===== config.mk =====
export PLATFORM = sky130hd
export DESIGN_NAME = mmio_io_ctrl
export DESIGN_NICKNAME = d
export VERILOG_FILES = /design/src/rtl/mmio_io_ctrl.sv
export SDC_FILE = /design/constraint.sdc
export NUM_CORES = 1
export LEC_CHECK = 0
export ABC_AREA = 1
export CORE_MARGIN = 10
export CORE_UTILIZATION = 35
export DETAILED_ROUTE_END_ITERATION = 6
export SYNTH_ARGS = -nofsm -noshare
export SYNTH_HDL_FRONTEND = slang
export SYNTH_SLANG_ARGS = --single-unit

===== constraint.sdc =====
create_clock -name clk -period 5.5 [get_ports clk]
set_clock_uncertainty 0.15 [all_clocks]
set_input_delay 0.825 -clock clk [delete_from_list [all_inputs] [get_ports clk]]
set_output_delay 0.825 -clock clk [all_outputs]
set_load 0.005 [all_outputs]

===== src/rtl/mmio_io_ctrl.sv =====
// ---------------------------------------------------------------------------
// mmio_io_ctrl
//   Memory-mapped I/O block for a small CPU: a button status register at
//   0xFB and four 7-segment digit registers at 0xFC..0xFF.  The block
//   debounces three push buttons and multiplexes the four digits onto a
//   shared segment bus.
//
//   CPU access: there is no valid/ready handshake.  'we' is a single-cycle
//   store strobe that is committed at the rising clk edge where it is high.
//   Reads are purely combinational from 'addr' with zero wait states.  'hit'
//   tells the data memory to stay out of the access for 0xFB..0xFF.
//
// Ports
//   clk    in   1  clock, all state on the rising edge
//   rst    in   1  synchronous active-high reset
//   addr   in   8  CPU data address
//   wdata  in   8  CPU store data
//   we     in   1  CPU store strobe (one cycle per store)
//   hit    out  1  addr is in the I/O window 0xFB..0xFF
//   rdata  out  8  read data for I/O addresses (0 elsewhere)
//   btn    in   3  raw asynchronous buttons: [0] center, [1] left, [2] right
//   seg    out  8  active-low segments of the digit being scanned
//   an     out  4  active-low digit enables, an[3] leftmost
// ---------------------------------------------------------------------------
module mmio_io_ctrl #(
    parameter logic [15:0] DB_CYCLES   = 16'd20000,
    parameter logic [15:0] SCAN_CYCLES = 16'd1024
) (
    input  logic       clk,
    input  logic       rst,
    input  logic [7:0] addr,
    input  logic [7:0] wdata,
    input  logic       we,
    output logic       hit,
    output logic [7:0] rdata,
    input  logic [2:0] btn,
    output logic [7:0] seg,
    output logic [3:0] an
);

    localparam logic [15:0] DB_LAST   = DB_CYCLES - 16'd1;
    localparam logic [15:0] SCAN_LAST = SCAN_CYCLES - 16'd1;

    logic [7:0]  digit [4];
    logic [2:0]  sync1;
    logic [2:0]  sync2;
    logic [2:0]  btn_stable;
    logic [15:0] db_cnt [3];
    logic [15:0] scan_cnt;
    logic [1:0]  idx;
    logic [1:0]  idx_next;
    logic        scan_wrap;
    logic        digit_sel;

    // ---------------- address decode and read path ----------------
    assign hit       = (addr >= 8'hFB);
    // 0xFC..0xFF map straight onto addr[1:0] = digit number.
    assign digit_sel = (addr >= 8'hFC);

    always_comb begin
        rdata = 8'h00;
        if (addr == 8'hFB) begin
            rdata = {5'b00000, btn_stable};
        end else if (digit_sel) begin
            rdata = digit[addr[1:0]];
        end
    end

    // ---------------- digit registers ----------------
    always_ff @(posedge clk) begin
        if (rst) begin
            for (int i = 0; i < 4; i++) begin
                digit[i] <= 8'hFF;
            end
        end else if (we && digit_sel) begin
            digit[addr[1:0]] <= wdata;
        end
    end

    // ---------------- button synchronizer ----------------
    always_ff @(posedge clk) begin
        if (rst) begin
            sync1 <= 3'b000;
            sync2 <= 3'b000;
        end else begin
            sync1 <= btn;
            sync2 <= sync1;
        end
    end

    // ---------------- debounce ----------------
    // A counter only runs while the synchronized input disagrees with the
    // accepted level; any return to agreement (a glitch) zeroes it, so a
    // change must persist for DB_CYCLES consecutive cycles to be accepted.
    always_ff @(posedge clk) begin
        if (rst) begin
            btn_stable <= 3'b000;
            for (int i = 0; i < 3; i++) begin
                db_cnt[i] <= 16'd0;
            end
        end else begin
            for (int i = 0; i < 3; i++) begin
                if (sync2[i] == btn_stable[i]) begin
                    db_cnt[i] <= 16'd0;
                end else if (db_cnt[i] == DB_LAST) begin
                    btn_stable[i] <= sync2[i];
                    db_cnt[i]     <= 16'd0;
                end else begin
                    db_cnt[i] <= db_cnt[i] + 16'd1;
                end
            end
        end
    end

    // ---------------- display scan ----------------
    assign scan_wrap = (scan_cnt == SCAN_LAST);
    assign idx_next  = scan_wrap ? (idx + 2'd1) : idx;

    // 'an' is registered from idx_next so it always matches idx exactly.
    always_ff @(posedge clk) begin
        if (rst) begin
            scan_cnt <= 16'd0;
            idx      <= 2'd0;
            an       <= 4'b1110;
        end else begin
            scan_cnt <= scan_wrap ? 16'd0 : (scan_cnt + 16'd1);
            idx      <= idx_next;
            an       <= ~(4'b0001 << idx_next);
        end
    end

    // Combinational so a store to the visible digit shows the next cycle.
    assign seg = digit[idx];

endmodule

==> flow_summary.ini <==
[clock_network]
worst_skew_pair.late_latency_ps = 350
buffers_inserted_during_post_cts_setup_optimization = 0
holdBufCountCts = 0
clockBufferDepth = 2
clk_pin_slew_ps = 70
cts.sink_count = 111
cts-buffers-inserted = 9
postCtsResizedCells = 0
cts_tree = yes
root_buffer = sky130_fd_sc_hd__clkbuf_16
htree_num_levels = 3

[logic_synthesis]
synth-seq-cells = 111
syn_area_um2 = 5882
post_synth_inst_count = 710
synth_async_sr_flop_share_pct = 0
avgSynthCellArea_um2 = 8.284
postSynth.topFlopCell = sky130_fd_sc_hd__edfxtp_1
ys_types = 38
synth.yosys.warnings = 0
edff_count_synth = 80
seq_area_frac_synth_pct = 51.39

[worst_setup_path]
setup.reg_to_reg.worst_slack_ps = 3480
largest_incremental_delay_on_the_critical_path_ps = 710
timing.critical_path.arrival_ps = 3220
timing.critical_path.cells = clkdlybuf4s50_1 > buf_4 > nand2_1 > inv_1 > nand4_1 > o21ai_1 > clkdlybuf4s50_1
timing.critical_path.required_ps = 4530
library_cell_appearing_most_often_on_the_critical_path = sky130_fd_sc_hd__clkdlybuf4s50_1
reg2reg_to = an[3]
critical-path-top-delay-family = buffers and inverters
critical_path.endpoint_type = primary output
timing.reg2reg.worst_path_depth = 5
worst_path_max_delay_cell = sky130_fd_sc_hd__clkdlybuf4s50_1
reg2reg_from = idx[0]
worstSetupPathType = input pin to primary output
critPathMaxFanout = 12
crit_buf_inv = 4
critPathLaunchType = input pin

[run]
cap_violations = 0

[timing]
worst_slew_pin_slew_ps = 738.0
rsz_0062_raised_after_global_routing = false
timing.final.hold_violations = 0
timing_limited_maximum_frequency_ghz = 0.2385
relSlewSlack_pct = 50.28
final_period_minus_worst_setup_slack_ps = 4193
slew_viol_final = 0
post-route-period-util_pct = 76.24
final-setup-viol-count = 0
timing.setup.tns_ps = 0
final_critical_path_setup_slack_ps = 1307

[routing]
totalWireLength_um = 12690
met1Wirelength_um = 6091
drtAntennaViolNets = 0
via_count = 4766
first_iter_violations = 310
post-route-drc-count = 0
total_met3_wirelength_after_detailed_routing_um = 572
vias_per_cell = 4.663
routed.top_layer = met4
drt_first_pass_iters = 4
routed_wire_length_per_instance_um = 12.41
dr_wl_met2_um = 5755

[hold_path]
hold_start = sync1[0]
worst_hold_path.endpoint = sync2[0]
min_delay_path_depth = 2
min-delay-path-class = flip-flop to flip-flop

[cells_and_area]
fillerInstances = 1651
multi_input_area_um2 = 2648
most_common_cell_after_layout_fill_and_taps_aside = sky130_fd_sc_hd__nand2_1
diodes = 0
num-nets-final = 823
areaGrowthSynthToFinish_pct = 19.32
stdcell_count = 1022
mostFrequentLayoutCells = sky130_fd_sc_hd__nand2_1 (133), sky130_fd_sc_hd__nor2_1 (131), sky130_fd_sc_hd__edfxtp_1 (80)
area_of_all_sequential_standard_cells_um2 = 3023
fraction_of_layout_instances_using_a_drive_strength_above_1_pct = 7.606
final_core_occ_pct = 42.47

[floorplan]
floorplan.rows = 47
count_of_pins_on_the_block_boundary = 43
floorplan.die_area_um2 = 22390
die_width_um = 149.6
core_um2 = 16520
start_util_pct = 35.59
die_height_um = 149.6

[place]
gpl.final_weighted_congestion = 0.8793
detailedPlacementHpwl_um = 9505
post-place-cells = 1006
place_worst_setup_slack_ps = 1296
io_buffer_count = 42

[power]
design_power_total_mw = 1.789
irDropWorstVdd_uv = 182.4
p_leak_nw = 2.558
power_density_nw_per_um2 = 254.9

[global_route]
wire_length_of_the_first_global_routing_pass_um = 21220
grt_start_max_net_pins = 21
globalRoute.totalOverflow = 0
first_global_vias = 4377
antenna_found_initial = 0
globalRouteTotalUtil_pct = 11.62

[status]
run_status = finished clean
-- per-stage QoR --
| step | hold WS (ps) | area (um2) |
|---|---|---|
| 5_1_grt | 272.7 | 7018 |
| 3_5_place_dp | 245.9 | 6684 |
| 4_1_cts | 256.9 | 7018 |
| 6_report | 252.9 | 7018 |
| 3_3_place_gp | 243.0 | 6684 |
| 2_1_floorplan | 238.3 | 6058 |
-- state kept, by name (all words and copies together), names as in the netlist --
| signal | count |
|---|---|
| an | 4 |
| btn_stable | 3 |
| db_cnt | 48 |
| digit | 32 |
| idx | 2 |
| scan_cnt | 16 |
| sync1 | 3 |
| sync2 | 3 |
-- synth_stat cells, types with 2 or more instances --
cell                       number  area, um2
sky130_fd_sc_hd__nor2_2        14      87.58
sky130_fd_sc_hd__o21ai_1        5      25.02
sky130_fd_sc_hd__xnor2_1       11      96.34
sky130_fd_sc_hd__inv_2          6      22.52
sky130_fd_sc_hd__edfxtp_1      80       2402
sky130_fd_sc_hd__or2_2          2      12.51
sky130_fd_sc_hd__buf_4          3      22.52
sky130_fd_sc_hd__nand2_1      133      499.2
sky130_fd_sc_hd__clkinv_2       2      10.01
sky130_fd_sc_hd__inv_1         70      262.8
sky130_fd_sc_hd__clkbuf_1       5      18.77
sky130_fd_sc_hd__a22oi_1        5      37.54
sky130_fd_sc_hd__xor2_1        10      87.58
sky130_fd_sc_hd__nor2_1       131      491.7
sky130_fd_sc_hd__o21ai_0       40      200.2
sky130_fd_sc_hd__nand4_1       16      100.1
sky130_fd_sc_hd__nand3_1       53      265.3
sky130_fd_sc_hd__buf_2          5      25.02
sky130_fd_sc_hd__a21oi_1       36      180.2
sky130_fd_sc_hd__nor2_4         2      22.52
sky130_fd_sc_hd__nor3_1         8      40.04
sky130_fd_sc_hd__or2_0          2      12.51
sky130_fd_sc_hd__ha_1           4      50.05
sky130_fd_sc_hd__dfxtp_1       31      620.6
sky130_fd_sc_hd__nand3b_1       3      22.52
sky130_fd_sc_hd__buf_6          2      22.52
sky130_fd_sc_hd__o22ai_1       11      68.82
sky130_fd_sc_hd__nand2_2        7      43.79
sky130_fd_sc_hd__a21oi_2        4      35.03
-- worst register-to-register path, delay by kind of cell (launching register included) --
family                 cells  cell delay (ps)
buffers and inverters      1              450
DFF                        1              760
and+or+nand+nor            4              530
-- report_power, final --
part	switching, mW	internal [mW]
Combinational	0.0653	0.0430
Clock	0.321	0.410
Sequential	0.0235	0.926
Total	0.410	1.38
-- layout make-up --
cell class                 instances  area share (%)
clock buffer                       9           3.209
clock inverter                     7           1.551
inverter                          78           4.208
tap                              220           3.922
timing repair buffer              45           6.311
multi-input combinational        552           37.73
sequential                       111           43.07
-- cells by family after synthesis --
group,share of synthesized area [%]
xor gates and xnor gates,3.127
AOI/OAI and AO/OA,9.572
other,0.06376
and+or+nand+nor,28.40
adders and majority gates,0.8509
DFF,51.39
buffers and inverters,6.594
-- routing by layer --
metal	track usage [%]	vias to the layer above
met5	0	-
met4	4.073	0
met3	3.472	19
met2	17.71	92
met1	15.28	2167
li1	-	2488
-- worst max-delay path by stage --
stage                     cells after the start  slack, ps  startpoint        to
after floorplan                               5       2980     addr[1]  rdata[0]
after global placement                        7       1330     addr[0]  rdata[0]
after detailed placement                      7       1300     addr[0]  rdata[1]
after CTS                                     7       1300     addr[0]  rdata[1]
after global routing                          7       1180     addr[0]  rdata[1]
final                                         7       1310     addr[0]  rdata[1]
Note: power is estimated with default switching activity, not from simulation.
==> RTL edit, RTL diff (config.mk and constraints unchanged) <==
Reset style: asynchronous (`rst`), changed in 4 clocked blocks. Comments in the files are not updated.
--- a/src/rtl/mmio_io_ctrl.sv
+++ b/src/rtl/mmio_io_ctrl.sv
@@ -69,3 +69,3 @@
     // ---------------- digit registers ----------------
-    always_ff @(posedge clk) begin
+    always_ff @(posedge clk or posedge rst) begin
         if (rst) begin
@@ -80,3 +80,3 @@
     // ---------------- button synchronizer ----------------
-    always_ff @(posedge clk) begin
+    always_ff @(posedge clk or posedge rst) begin
         if (rst) begin
@@ -94,3 +94,3 @@
     // change must persist for DB_CYCLES consecutive cycles to be accepted.
-    always_ff @(posedge clk) begin
+    always_ff @(posedge clk or posedge rst) begin
         if (rst) begin
@@ -119,3 +119,3 @@
     // 'an' is registered from idx_next so it always matches idx exactly.
-    always_ff @(posedge clk) begin
+    always_ff @(posedge clk or posedge rst) begin
         if (rst) begin
Behaviour: differs if rst is asserted again (counterexample within 4 cycles, from zero or initial values and one cycle with rst high); with rst held inactive, the same outputs for 10 cycles.
==> RTL edit against the unedited design <==
  * Setup slack better by 0.45 ns
  * Sequential cell count unchanged
  * Final area is 3.6% lower
  * Register-to-register slack better by 0.27 ns
  * Area after synthesis shrank 0.55%
  * Via count decreased by 2.1%
  * Critical path depth is the same
  * Combinational power down 12%
  * Total power shrank 12%
  * Routed wire length is 0.43% higher
  * Critical path type unchanged
==> RTL edit: results (changes against the unedited design) <==
| Metric | Value |
|---|---|
| Synth cell types | `31 (-18%)` |
| Worst-path fanout max | `9 (-3)` |
| Initial drt markers | `274 (-12%)` |
| Status | `finished, final reports clean` |
| Synth cell count leaders | `nand2_1 (205), nor2_1 (135), dfrtp_1 (76)` |
| Setup WS pre-CTS | `1.68 ns (+0.384 ns)` |
| IO buf count | `42 (unchanged)` |
| Syn Area/Cell | `7.89 sq um (-4.7%)` |
| Post-DP HPWL | `9.11 mm (-4.1%)` |
| Share of layout cells above drive strength 1 | `14.4% (+6.8 points)` |
| Area after DPL | `6490 sq um (-2.9%)` |
| Switching Share | `24.0% (+1.1 points)` |
| Sequential share of the synthesized area | `48.2% (-3.2 points)` |
| Root Driver | `clkbuf_16` |
| Placed Cells incl. Taps | `996 (-0.99%)` |
| Filler cells | `1745 (+5.7%)` |
| Worst Setup SP | `addr[1]` |
| Nets@finish | `813 (-1.2%)` |
| Clk pwr share | `39.3% (-1.6 points)` |
| Worst rel slew slack | `37.6% (-13 points)` |
| Leak Pwr | `2.92 nW (+14%)` |
| Reg2Reg Launch Point | `btn_stable[0]` |
| YS warnings | `0 (unchanged)` |
| Largest net degree at the start of global routing | `76 (+260%)` |
| Adder-cell share of the synthesized area | `0.856% (+0.0047 points)` |
| Longest Clk Path Bufs | `2 (unchanged)` |
| Area contributors post-synth | `dfrtp_1 (33%), dfstp_2 (16%), nand2_1 (13%), nor2_1 (8.7%), inv_1 (4.1%)` |
| WL/cell | `12.6 microns (+1.4%)` |
| Via count | `4664 (-2.1%)` |
| GP Congestion | `0.768 (-13%)` |
| GRT Overall Usage | `12.2% (+0.57 points)` |
| Compound-cell area share of the yosys netlist | `8.47% (-1.1 points)` |
| Worst min-delay path category | `flip-flop to flip-flop` |
| Vias in the first global route | `4627 (+5.7%)` |
| Initial antenna violation count | `0 (unchanged)` |
| Syn Nets | `767` |
| Clock Latency Late Sink | `0.35 ns (about the same)` |
| Global-route wire length before repair | `22.3 mm (+5.3%)` |
| Hold Crit Start | `sync1[0]` |
| Antenna cells | `0 (unchanged)` |
| Number of gates resized after CTS | `0 (unchanged)` |
| Mux share of post-synthesis cell area | `0% (unchanged)` |
| Routed vias/inst | `4.61 (-1.2%)` |
| CTS buffer count | `9 (unchanged)` |
| Clock-pin slew on the worst setup and hold paths | `0.07 ns (about the same)` |
| Seq pwr share | `54.7% (+1.6 points)` |
| XOR/XNOR Fraction of Synth Area | `3.87% (+0.74 points)` |
| Largest regs | `db_cnt (48), digit (32), scan_cnt (16)` |
| Arr. time, crit path | `2.77 ns (-0.45 ns)` |
| Synth async-reset ratio | `100% (+100 points)` |
| Setup TNS Final | `0 ns (unchanged)` |
| Pre-antenna DRT Iters | `4 (unchanged)` |
| Most used DFF post-synth | `dfrtp_1` |
| Worst vdd rail ir drop | `0.149 mV (-18%)` |
| # H-tree levels | `3 (unchanged)` |
| Total setup buffers inserted after CTS | `0 (unchanged)` |
## RTL edit: stage by stage
stage,power (mW),utilization (%)
global route,1.64,41.1
detailed placement,0.971,39.4
CTS,1.60,41.1
floorplan,0.927,-
global placement,0.970,39.4
finish,1.57,41.1
## RTL edit: critical path, cell delays in order
cell             delay (ns)
clkdlybuf4s50_1        0.51
nor2_2                 0.46
nand2_1                0.10
nand4_1                0.12
nand2_1                0.06
o21ai_1                0.14
clkdlybuf4s50_1        0.55
## RTL edit: cell families (layout without fill, tap and decap cells)
group / Yosys count / count (layout)
DFF: 111 / 111
and+or+nand+nor: 436 / 436
adders and majority gates: 4 / 4
AOI/OAI and AO/OA: 79 / 79
buffers and inverters: 86 / 137
xor gates and xnor gates: 25 / 25
## RTL edit: worst paths after layout
| path | slack [ns] | cells after the start | end |
|---|---|---|---|
| max | 1.76 | 7 | rdata[2] |
| min | 0.20 | 0 | sync2[0] |
| max reg2reg | 3.75 | 4 | db_cnt[41] |
| min reg2reg | 0.20 | 0 | sync2[0] |
| max in group asynchronous | 3.26 | 3 | digit[7] |
| min in group asynchronous | 0.86 | 2 | db_cnt[26] |
## RTL edit: per-layer routing
layer  wire [microns]  vias to the layer above  part of all wire (%)  global-route usage, %
met4              187                        0                   1.5                   3.78
li1                 -                     2440                     -                      -
met5                0                        -                     0                      0
met2             6020                       50                    47                   19.5
met1             6030                     2161                    47                   15.5
met3              507                       13                   4.0                   3.64
## RTL edit: final cells by class
class / count / area share (%)
clock buffer: 11 / 3.44
clock inverter: 5 / 0.610
sequential: 111 / 41.7
multi-input combinational: 544 / 39.5
timing repair buffer: 43 / 6.33
inverter: 78 / 4.36
tap: 220 / 4.07
